--- src/rtl/pipe_pkg.sv ---
// Shared types and encodings for the pipeline hazard/forwarding controller.
package pipe_pkg;

  // Widest register index the tracking slots can hold; RB must not exceed this.
  localparam int unsigned RB_MAX = 8;

  // Operand source select encoding shared by the EX and ID forwarding muxes.
  localparam logic [1:0] FWD_REG = 2'b00;
  localparam logic [1:0] FWD_MEM = 2'b01;
  localparam logic [1:0] FWD_WB  = 2'b10;

  // One in-flight instruction as seen by the hazard logic.
  typedef struct packed {
    logic              valid;
    logic              wr_en;
    logic [RB_MAX-1:0] dest;
    logic              is_load;
  } slot_t;

  // MEM wins over WB; a load still in MEM has no data to forward yet.
  function automatic logic [1:0] fwd_sel(input logic mem_hit, input logic mem_is_load,
                                         input logic wb_hit);
    if (mem_hit && !mem_is_load) begin
      return FWD_MEM;
    end else if (wb_hit) begin
      return FWD_WB;
    end
    return FWD_REG;
  endfunction

endpackage

--- src/rtl/hz_match.sv ---
// Compares one tracked producer against one source operand index.
module hz_match
  import pipe_pkg::*;
#(
  parameter int unsigned RB = 5
) (
  input  logic              valid_i,
  input  logic              wr_en_i,
  input  logic [RB_MAX-1:0] dest_i,
  input  logic [RB-1:0]     src_i,
  input  logic              use_i,
  output logic              match_o
);

  logic [RB_MAX-1:0] src_ext;

  // Register 0 is hardwired, so a write to it never produces a dependency.
  always_comb begin
    src_ext = RB_MAX'(src_i);
    match_o = valid_i & wr_en_i & use_i & (dest_i != '0) & (dest_i == src_ext);
  end

endmodule

--- src/rtl/pipe_hazard_ctrl.sv ---
// Hazard, forwarding and flush controller for a 5-stage MIPS pipeline.
// Optional performance counters are built when HAZ_PERF_EN is defined.
module pipe_hazard_ctrl
  import pipe_pkg::*;
#(
  parameter int unsigned RB      = 5,
  parameter int unsigned MEM_LAT = 1,
  parameter int unsigned CW      = 32
) (
  input  logic          clk,
  input  logic          reset,
  input  logic          id_valid,
  input  logic [RB-1:0] id_rs,
  input  logic [RB-1:0] id_rt,
  input  logic          id_use_rs,
  input  logic          id_use_rt,
  input  logic          id_wr_en,
  input  logic [RB-1:0] id_dest,
  input  logic          id_is_load,
  input  logic          id_is_branch,
  input  logic          id_redirect,
  output logic          pc_en,
  output logic          ifid_en,
  output logic          ifid_flush,
  output logic          idex_bubble,
  output logic          pipe_hold,
  output logic [1:0]    fwd_a_ex,
  output logic [1:0]    fwd_b_ex,
  output logic [1:0]    fwd_a_id,
  output logic [1:0]    fwd_b_id
`ifdef HAZ_PERF_EN
  ,
  output logic [CW-1:0] perf_stall,
  output logic [CW-1:0] perf_flush
`endif
);

  localparam logic [3:0] MemCntInit = 4'(MEM_LAT - 1);

  slot_t             ex_q, ex_d, mem_q, mem_d;
  // WB only needs producer identity; its load flag no longer matters.
  logic              wb_valid_q, wb_valid_d, wb_wr_en_q, wb_wr_en_d;
  logic [RB_MAX-1:0] wb_dest_q, wb_dest_d;
  logic [RB-1:0]     ex_rs_q, ex_rs_d, ex_rt_q, ex_rt_d;
  logic              ex_use_rs_q, ex_use_rs_d, ex_use_rt_q, ex_use_rt_d;
  logic [3:0]        mem_cnt_q, mem_cnt_d;

  logic ex_hit_rs, ex_hit_rt;
  logic mem_hit_id_rs, mem_hit_id_rt, mem_hit_ex_rs, mem_hit_ex_rt;
  logic wb_hit_id_rs, wb_hit_id_rt, wb_hit_ex_rs, wb_hit_ex_rt;
  logic hz;

  hz_match #(.RB(RB)) u_ex_id_rs (.valid_i(ex_q.valid), .wr_en_i(ex_q.wr_en),
    .dest_i(ex_q.dest), .src_i(id_rs), .use_i(id_use_rs), .match_o(ex_hit_rs));
  hz_match #(.RB(RB)) u_ex_id_rt (.valid_i(ex_q.valid), .wr_en_i(ex_q.wr_en),
    .dest_i(ex_q.dest), .src_i(id_rt), .use_i(id_use_rt), .match_o(ex_hit_rt));
  hz_match #(.RB(RB)) u_mem_id_rs (.valid_i(mem_q.valid), .wr_en_i(mem_q.wr_en),
    .dest_i(mem_q.dest), .src_i(id_rs), .use_i(id_use_rs), .match_o(mem_hit_id_rs));
  hz_match #(.RB(RB)) u_mem_id_rt (.valid_i(mem_q.valid), .wr_en_i(mem_q.wr_en),
    .dest_i(mem_q.dest), .src_i(id_rt), .use_i(id_use_rt), .match_o(mem_hit_id_rt));
  hz_match #(.RB(RB)) u_mem_ex_rs (.valid_i(mem_q.valid), .wr_en_i(mem_q.wr_en),
    .dest_i(mem_q.dest), .src_i(ex_rs_q), .use_i(ex_use_rs_q), .match_o(mem_hit_ex_rs));
  hz_match #(.RB(RB)) u_mem_ex_rt (.valid_i(mem_q.valid), .wr_en_i(mem_q.wr_en),
    .dest_i(mem_q.dest), .src_i(ex_rt_q), .use_i(ex_use_rt_q), .match_o(mem_hit_ex_rt));
  hz_match #(.RB(RB)) u_wb_id_rs (.valid_i(wb_valid_q), .wr_en_i(wb_wr_en_q),
    .dest_i(wb_dest_q), .src_i(id_rs), .use_i(id_use_rs), .match_o(wb_hit_id_rs));
  hz_match #(.RB(RB)) u_wb_id_rt (.valid_i(wb_valid_q), .wr_en_i(wb_wr_en_q),
    .dest_i(wb_dest_q), .src_i(id_rt), .use_i(id_use_rt), .match_o(wb_hit_id_rt));
  hz_match #(.RB(RB)) u_wb_ex_rs (.valid_i(wb_valid_q), .wr_en_i(wb_wr_en_q),
    .dest_i(wb_dest_q), .src_i(ex_rs_q), .use_i(ex_use_rs_q), .match_o(wb_hit_ex_rs));
  hz_match #(.RB(RB)) u_wb_ex_rt (.valid_i(wb_valid_q), .wr_en_i(wb_wr_en_q),
    .dest_i(wb_dest_q), .src_i(ex_rt_q), .use_i(ex_use_rt_q), .match_o(wb_hit_ex_rt));

  // Stall/flush/forward decisions from tracked state and the ID instruction only.
  always_comb begin
    pipe_hold   = (mem_cnt_q != 4'd0);
    hz          = id_valid & ((ex_q.is_load & (ex_hit_rs | ex_hit_rt))
                | (id_is_branch & (ex_hit_rs | ex_hit_rt))
                | (id_is_branch & mem_q.is_load & (mem_hit_id_rs | mem_hit_id_rt)));
    pc_en       = ~(hz | pipe_hold);
    ifid_en     = ~(hz | pipe_hold);
    idex_bubble = hz & ~pipe_hold;
    ifid_flush  = id_redirect & id_valid & ~hz & ~pipe_hold;
    fwd_a_ex    = fwd_sel(mem_hit_ex_rs, mem_q.is_load, wb_hit_ex_rs);
    fwd_b_ex    = fwd_sel(mem_hit_ex_rt, mem_q.is_load, wb_hit_ex_rt);
    fwd_a_id    = fwd_sel(mem_hit_id_rs, mem_q.is_load, wb_hit_id_rs);
    fwd_b_id    = fwd_sel(mem_hit_id_rt, mem_q.is_load, wb_hit_id_rt);
  end

  // Slot advance: frozen under hold (WB takes a bubble), else shift with ID entering EX.
  always_comb begin
    ex_d        = ex_q;
    mem_d       = mem_q;
    wb_valid_d  = 1'b0;
    wb_wr_en_d  = wb_wr_en_q;
    wb_dest_d   = wb_dest_q;
    ex_rs_d     = ex_rs_q;
    ex_rt_d     = ex_rt_q;
    ex_use_rs_d = ex_use_rs_q;
    ex_use_rt_d = ex_use_rt_q;
    mem_cnt_d   = mem_cnt_q;
    if (!pipe_hold) begin
      wb_valid_d   = mem_q.valid;
      wb_wr_en_d   = mem_q.wr_en;
      wb_dest_d    = mem_q.dest;
      mem_d        = ex_q;
      ex_d.valid   = id_valid & ~hz;
      ex_d.wr_en   = id_wr_en;
      ex_d.dest    = RB_MAX'(id_dest);
      ex_d.is_load = id_is_load;
      ex_rs_d      = id_rs;
      ex_rt_d      = id_rt;
      // A bubble reads nothing, so it never requests forwarding.
      ex_use_rs_d  = id_use_rs & id_valid & ~hz;
      ex_use_rt_d  = id_use_rt & id_valid & ~hz;
    end
    if (!pipe_hold && ex_q.valid && ex_q.is_load) begin
      mem_cnt_d = MemCntInit;
    end else if (mem_cnt_q != 4'd0) begin
      mem_cnt_d = mem_cnt_q - 4'd1;
    end
  end

  // Tracking state registers with synchronous reset.
  always_ff @(posedge clk) begin
    if (reset) begin
      ex_q        <= '0;
      mem_q       <= '0;
      wb_valid_q  <= 1'b0;
      wb_wr_en_q  <= 1'b0;
      wb_dest_q   <= '0;
      ex_rs_q     <= '0;
      ex_rt_q     <= '0;
      ex_use_rs_q <= 1'b0;
      ex_use_rt_q <= 1'b0;
      mem_cnt_q   <= 4'd0;
    end else begin
      ex_q        <= ex_d;
      mem_q       <= mem_d;
      wb_valid_q  <= wb_valid_d;
      wb_wr_en_q  <= wb_wr_en_d;
      wb_dest_q   <= wb_dest_d;
      ex_rs_q     <= ex_rs_d;
      ex_rt_q     <= ex_rt_d;
      ex_use_rs_q <= ex_use_rs_d;
      ex_use_rt_q <= ex_use_rt_d;
      mem_cnt_q   <= mem_cnt_d;
    end
  end

`ifdef HAZ_PERF_EN
  logic [CW-1:0] perf_stall_q, perf_stall_d, perf_flush_q, perf_flush_d;

  // Saturating event counters.
  always_comb begin
    perf_stall_d = perf_stall_q;
    perf_flush_d = perf_flush_q;
    if (!pc_en && (perf_stall_q != '1)) perf_stall_d = perf_stall_q + CW'(1);
    if (ifid_flush && (perf_flush_q != '1)) perf_flush_d = perf_flush_q + CW'(1);
    perf_stall = perf_stall_q;
    perf_flush = perf_flush_q;
  end

  // Counter registers.
  always_ff @(posedge clk) begin
    if (reset) begin
      perf_stall_q <= '0;
      perf_flush_q <= '0;
    end else begin
      perf_stall_q <= perf_stall_d;
      perf_flush_q <= perf_flush_d;
    end
  end
`endif

endmodule

--- config.mk ---
export PLATFORM = sky130hd
export DESIGN_NAME = pipe_hazard_ctrl
export DESIGN_NICKNAME = d
export VERILOG_FILES = /design/src/rtl/pipe_pkg.sv /design/src/rtl/hz_match.sv /design/src/rtl/pipe_hazard_ctrl.sv
export SDC_FILE = /design/constraint.sdc
export NUM_CORES = 1
export LEC_CHECK = 0
export BUFFER_PORTS_ARGS = -buffer_cell sky130_fd_sc_hd__buf_2
export CORE_ASPECT_RATIO = 0.6
export CORE_MARGIN = 2
export CORE_UTILIZATION = 44
export CTS_CLUSTER_DIAMETER = 30
export CTS_CLUSTER_SIZE = 8
export DETAILED_ROUTE_END_ITERATION = 10
export GPL_TIMING_DRIVEN = 0
export PLACE_DENSITY = 0.65
export SLEW_MARGIN = 20
export SYNTH_ARGS = -nofsm -noshare
export SYNTH_HDL_FRONTEND = slang
export SYNTH_HIERARCHICAL = 1
export SYNTH_SLANG_ARGS = --single-unit
--- constraint.sdc ---
create_clock -name clk -period 2.7 [get_ports clk]
set_input_delay 0.27 -clock clk [delete_from_list [all_inputs] [get_ports clk]]
set_output_delay 0.27 -clock clk [all_outputs]
set_load 0.03 [all_outputs]
-- Word-level counts from Yosys, hierarchy flattened
Cells that the tools add are included.
W data, S select, Z words.
- bits in registers: 39
- output and inout port bits: 13
- add/sub/neg operators: 1
- eq/ne operators: 10
- muxes and demuxes: 20
- bitwise operators: 55
- reduce and logical (&&, ||, !) cells: 14
- operator list (operator ; number):
    $eq A5 B5 Y1 ; 10
    $and A1 B1 Y1 ; 47
    $mux W2 ; 12
    $reduce_bool A8 Y1 ; 3
    $mux W1 ; 8
    $logic_and A1 B1 Y1 ; 6
    $or A1 B1 Y1 ; 5
    $reduce_bool A4 Y1 ; 1
    $reduce_or A2 Y1 ; 2
    $sub A4 B1 Y4 const B ; 1
    $not A1 Y1 ; 3
    $logic_not A1 Y1 ; 2

-- Longest topological paths before layout
- depth after elaboration: 12
- depth in mapped cells: 7
- mapped depth without buffers: 6

-- By module
Netlist, hierarchy kept.
- by module, submodules not included (module ; instances ; cells each ; area an instance (um2)):
    pipe_hazard_ctrl ; 1 ; 186 ; 1506.4
    hz_match ; 10 ; 11 ; 92.6

-- Least setup slack after synthesis
Ideal clock, no wire load.
- path kind: reg-to-output
- from: reg mem_q[1] (netlist bit)
- to: out pc_en
- data arrival time: 2331 ps
- path slack: 99 ps
- cell stages (with the launch flop): 8
- path buffers: 1
- path through: dfxtp_1 > nor4_1 > nor2_1 > o2111a_1 > o211a_1 > or2_2 > a21oi_1 > buf_4
- word-level cells in the longest chain between the ends: 9
- ends and longest elaborated chain (element ; RTL line ; RTL):
    from (decl) ; pipe_hazard_ctrl.sv:40 ; slot_t ex_q, ex_d, mem_q, mem_d;
    from (signal assigned) ; pipe_hazard_ctrl.sv:139 ; mem_q <= mem_d;
    $reduce_bool A8 Y1 ; hz_match.sv:20 ; match_o = valid_i & wr_en_i & use_i & (dest_i != '0) & (dest_i == src_ext);
    $and A1 B1 Y1 ; hz_match.sv:20 ;
    $and A1 B1 Y1 (*) ; hz_match.sv:20 ;
    net mem_hit_id_rs ; pipe_hazard_ctrl.sv:49 ; logic mem_hit_id_rs, mem_hit_id_rt, mem_hit_ex_rs, mem_hit_ex_rt;
    $or A1 B1 Y1 (*) ; pipe_hazard_ctrl.sv:79 ; | (id_is_branch & mem_q.is_load & (mem_hit_id_rs | mem_hit_id_rt)));
    $and A1 B1 Y1 (*) ; pipe_hazard_ctrl.sv:79 ;
    $or A1 B1 Y1 (*) ; pipe_hazard_ctrl.sv:79 ;
    $and A1 B1 Y1 (*) ; pipe_hazard_ctrl.sv:77 ; hz = id_valid & ((ex_q.is_load & (ex_hit_rs | ex_hit_rt))
    $or A1 B1 Y1 (*) ; - ;
    $not A1 Y1 (*) ; - ;
    to (decl) ; pipe_hazard_ctrl.sv:22 ; output logic pc_en,
The timed path passes the listed nets; every way through them passes the cells marked *.

-- Worst setup path after layout
- from: reg ex_q[5] (netlist bit)
- to: out pc_en
- word-level cells in the longest chain between the ends: 10
- ends and longest elaborated chain (element ; RTL line ; RTL):
    from (decl) ; pipe_hazard_ctrl.sv:40 ;
    from (signal assigned) ; pipe_hazard_ctrl.sv:127 ; ex_q <= '0;
    from (signal assigned) ; pipe_hazard_ctrl.sv:138 ; ex_q <= ex_d;
    $reduce_bool A8 Y1 ; hz_match.sv:20 ;
    $and A1 B1 Y1 ; hz_match.sv:20 ;
    $and A1 B1 Y1 (*) ; hz_match.sv:20 ;
    net ex_hit_rt ; pipe_hazard_ctrl.sv:48 ; logic ex_hit_rs, ex_hit_rt;
    $or A1 B1 Y1 (*) ; pipe_hazard_ctrl.sv:77, pipe_hazard_ctrl.sv:78 ;
    $and A1 B1 Y1, on equally long branches ; pipe_hazard_ctrl.sv:77, pipe_hazard_ctrl.sv:78 ;
    $or A1 B1 Y1 (*) ; pipe_hazard_ctrl.sv:78 ; | (id_is_branch & (ex_hit_rs | ex_hit_rt))
    $or A1 B1 Y1 (*) ; pipe_hazard_ctrl.sv:79 ;
    $and A1 B1 Y1 (*) ; pipe_hazard_ctrl.sv:77 ;
    $or A1 B1 Y1 (*) ; pipe_hazard_ctrl.sv:80 ; pc_en = ~(hz | pipe_hold);
    $not A1 Y1 (*) ; pipe_hazard_ctrl.sv:80 ;
Marks and branches as above.

==> metrics.txt <==
# TYPE chip_impl_metric gauge
chip_impl_info{name="status",value="completed"} 1
chip_impl_metric{name="fin_area",unit="µm²"} 3040
chip_impl_metric{name="track_usage",unit="%"} 23.5
chip_impl_metric{name="postRouteWirelength",unit="µm"} 6770
chip_impl_metric{name="sw_frac_of_total",unit="%"} 45.2
chip_impl_info{name="synth_top_cell_by_area",value="dfxtp_1"} 1
chip_impl_metric{name="grt_antenna_before_repair",unit=""} 0
chip_impl_metric{name="min_period",unit="ns"} 2.59
chip_impl_metric{name="cap_viol_max_count",unit=""} 0
chip_impl_metric{name="fp.coreArea",unit="µm²"} 5200
chip_impl_metric{name="clkLatencyLatePin",unit="ns"} 0.30
chip_impl_info{name="clock_tree_from_tritoncts",value="yes"} 1
chip_impl_metric{name="slew-limit-headroom",unit="%"} 64.7
chip_impl_metric{name="count_of_nets_after_finishing",unit=""} 402
chip_impl_metric{name="cts.sinks",unit=""} 39
chip_impl_info{name="critical_path.endpoint_type",value="primary output"} 1
chip_impl_metric{name="cp_data_arrival_time",unit="ns"} 2.32
chip_impl_metric{name="die_width",unit="µm"} 100
chip_impl_metric{name="grt_pass1_wl",unit="µm"} 10800
chip_impl_info{name="layout_commonest_cell",value="nand2_1"} 1
chip_impl_metric{name="design.die.area",unit="µm²"} 6160
chip_impl_metric{name="cp_data_required_time",unit="ns"} 2.43
chip_impl_metric{name="synth_compound_area_share",unit="%"} 13.4
chip_impl_metric{name="synthAdderAreaFrac",unit="%"} 1.03
chip_impl_metric{name="h_tree_levels",unit=""} 2
chip_impl_metric{name="p_leak",unit="nW"} 1.49
chip_impl_metric{name="cts.path.max_buffers",unit=""} 2
chip_impl_metric{name="iteration_count_of_the_initial_detailed_routing_pass",unit=""} 4
chip_impl_metric{name="dp.final_hpwl",unit="µm"} 4990
chip_impl_info{name="setup.worst_path.start",value="ex_q[5]"} 1
chip_impl_metric{name="port-buffer-count",unit=""} 36
chip_impl_metric{name="drt_iter0_drc",unit=""} 138
chip_impl_metric{name="finalCritPeriodShare",unit="%"} 96.0
chip_impl_metric{name="via_count_of_the_first_global_routing_pass",unit=""} 2063
chip_impl_metric{name="grt.overflow.total",unit=""} 0
chip_impl_info{name="mostFrequentLayoutCells",value="nand2_1, buf_2, xor2_1"} 1
chip_impl_metric{name="holdWs",unit="ns"} 0.191
chip_impl_metric{name="finalWeightedCongestion",unit=""} 0.839
chip_impl_info{name="synth_top_family_by_area",value="simple AND/OR/NAND/NOR gates"} 1
chip_impl_metric{name="synth_sequential_area_ratio",unit="%"} 32.1
chip_impl_metric{name="drc",unit=""} 0
chip_impl_info{name="worst_setup_sp_type",value="flip-flop"} 1
chip_impl_metric{name="start_util",unit="%"} 46.7
chip_impl_metric{name="clock_skew",unit="ns"} 0.00776
chip_impl_info{name="min-delay-path-class",value="in2reg"} 1
chip_impl_metric{name="final-hold-violation-count",unit=""} 0
chip_impl_metric{name="critical_path_peak_fanout",unit=""} 6
chip_impl_metric{name="routed_antenna_nets",unit=""} 0
chip_impl_metric{name="diodes",unit=""} 0
chip_impl_metric{name="rrSetupSlack",unit="ns"} 0.83
chip_impl_metric{name="worst-slew-pin-transition",unit="ns"} 0.529
chip_impl_info{name="critical_register_to_register_path_endpoint",value="ex_use_rs_q"} 1
chip_impl_metric{name="intPower",unit="mW"} 1.62
chip_impl_info{name="r2r-start",value="mem_q[5]"} 1
chip_impl_metric{name="synthesis.area_per_instance",unit="µm²"} 8.22
chip_impl_metric{name="ff2ff_path_depth",unit=""} 6
chip_impl_metric{name="via_per_inst",unit=""} 5.25
chip_impl_metric{name="synthXorXnorAreaFrac",unit="%"} 14.8
chip_impl_metric{name="synth_top_cell_area_share",unit="%"} 32.1
chip_impl_metric{name="clkPwrFrac",unit="%"} 17.0
chip_impl_info{name="hold_end",value="ex_q[5]"} 1
chip_impl_info{name="timing.setup.critical_path_class",value="reg2out"} 1
chip_impl_metric{name="synth_area",unit="µm²"} 2430
chip_impl_metric{name="drive_gt1_share",unit="%"} 22.8
chip_impl_metric{name="pin_count_of_the_biggest_net_entering_global_routing",unit=""} 14
chip_impl_metric{name="synth-warning-count",unit=""} 6
chip_impl_metric{name="multiplexer_share_of_the_synthesized_area",unit="%"} 0.412
chip_impl_metric{name="detailroute.via_count",unit=""} 2324
chip_impl_metric{name="final-max-slew-violation-count",unit=""} 0
chip_impl_metric{name="synth.lib_cells_used.distinct",unit=""} 31
chip_impl_metric{name="finalSetupViolCount",unit=""} 0
chip_impl_metric{name="p_per_area",unit="nW/µm²"} 969
chip_impl_metric{name="ys_ff_latch",unit=""} 39
chip_impl_info{name="critical_hold_path_startpoint",value="id_dest[4]"} 1
chip_impl_metric{name="maxClockFrequency",unit="GHz"} 0.386
chip_impl_metric{name="power.share.sequential",unit="%"} 35.9
chip_impl_metric{name="placement_rows",unit=""} 20
chip_impl_metric{name="clkSlewWorstSetupHoldPaths",unit="ns"} 0.09
chip_impl_metric{name="peakVddDrop",unit="mV"} 0.846
chip_impl_metric{name="p_sw",unit="mW"} 1.33
chip_impl_metric{name="area.growth.synth_to_final",unit="%"} 25.1
chip_impl_metric{name="postPlaceCellArea",unit="µm²"} 2800
chip_impl_metric{name="floorplan.io_pins",unit=""} 37
chip_impl_metric{name="postCtsHoldBufs",unit=""} 0
chip_impl_metric{name="min_path_cells",unit=""} 3
chip_impl_metric{name="tritoncts.num_buffers",unit=""} 5
chip_impl_metric{name="combPwrFrac",unit="%"} 47.1
chip_impl_metric{name="die_h",unit="µm"} 61.6
chip_impl_info{name="root_buffer",value="clkbuf_8"} 1
chip_impl_metric{name="synthesis.instances",unit=""} 296
chip_impl_info{name="yosys-top-cells-area",value="dfxtp_1, xor2_1, nand2_1"} 1
chip_impl_metric{name="routed_wire_length_per_instance",unit="µm"} 15.3
chip_impl_metric{name="synth-simple-area-share",unit="%"} 35.3
## cells by family after synthesis
| kind of cell | count (synthesis) |
|---|---|
| other | 1 |
| AOI/OAI and AO/OA | 49 |
| muxes | 1 |
| DFF | 39 |
| adders and majority gates | 2 |
| and+or+nand+nor | 148 |
| xor gates and xnor gates | 41 |
| buffers and inverters | 15 |
## registers in the layout, indices dropped and copies added (netlist names)
name and flops:
wb_wr_en_q 1, ex_q 8, ex_rt_q 5, ex_rs_q 5, mem_q 8, ex_use_rs_q 1
wb_valid_q 1, wb_dest_q 5, mem_cnt_q 4, ex_use_rt_q 1
## cell usage after synthesis (all sizes together)
| master | count |
|---|---|
| nand2b | 2 |
| dfxtp | 39 |
| a21oi | 34 |
| or2 | 1 |
| o211a | 1 |
| nor2 | 14 |
| nor3b | 12 |
| nor3 | 2 |
| nor2b | 18 |
| and3 | 1 |
| o2111a | 10 |
| buf | 7 |
| a21o | 1 |
| o22a | 1 |
| xnor2 | 1 |
| nor4 | 21 |
| inv | 3 |
| a22o | 2 |
| mux2i | 1 |
| conb | 1 |
| nand3 | 3 |
| ha | 2 |
| nand2 | 64 |
| nor4bb | 10 |
| xor2 | 40 |
| clkbuf | 5 |
## critical path, cell delays in order, from the launching register on
cell,delay (ns)
dfxtp_2,0.38
nor4_4,0.29
nor2_1,0.06
o2111a_1,0.23
o22a_1,0.26
or2_2,0.35
a21oi_2,0.16
buf_4,0.11
clkbuf_4,0.17
## metal layers
layer	global-route usage, %	part of all wire, %	vias to the layer above
li1	-	-	1168
met1	35.6	51	1075
met2	34.7	41	75
met3	4.54	7.4	6
met4	4.70	0.65	0
met5	0	0	-
## repair_timing
item,in CTS,in global routing
gates resized for setup,5,14
endpoints found under the setup margin,1,2
pin swaps,0,1
setup buffers,0,8
endpoints found under the hold margin,0,0
## power groups by stage
stage / registers [mW] / logic (mW) / clock network [mW]
finish: 1.06 / 1.39 / 0.502
global placement: 1.03 / 1.27 / 0
detailed placement: 1.03 / 1.30 / 0
CTS: 1.03 / 1.31 / 0.510
global route: 1.09 / 1.56 / 0.531
floorplan: 0.944 / 1.00 / 0
## metrics by stage
step           instances  TNS (ns)  worst slack (ns)  total power, mW  util, %
6_report             443         0             0.108             2.95     58.5
5_1_grt              443  -0.00669          -0.00669             3.18     58.5
4_1_cts              435         0           0.00749             2.85     56.3
3_5_place_dp         427         0             0.289             2.33     53.9
3_3_place_gp         427         0             0.310             2.30     53.9
2_1_floorplan        325         0            0.0987             1.95        -
## worst max path at each step
stage          slack (ns)  endpoint
6_report             0.11     pc_en
4_1_cts             0.007     pc_en
3_5_place_dp         0.29     pc_en
5_1_grt            -0.007     pc_en
2_1_floorplan         0.1     pc_en
3_3_place_gp         0.31     pc_en
## layout make-up
class | count | area [µm²]
Buffer | 12 | 56.3
Clock buffer | 5 | 68.8
Clock inverter | 3 | 43.8
Fill cell | 482 | 2160
Inverter | 3 | 11.3
Multi-Input combinational cell | 271 | 1740
Sequential cell | 39 | 798
Tap cell | 66 | 82.6
Timing Repair Buffer | 44 | 243
No activity file was read; power rests on OpenSTA's default activity.
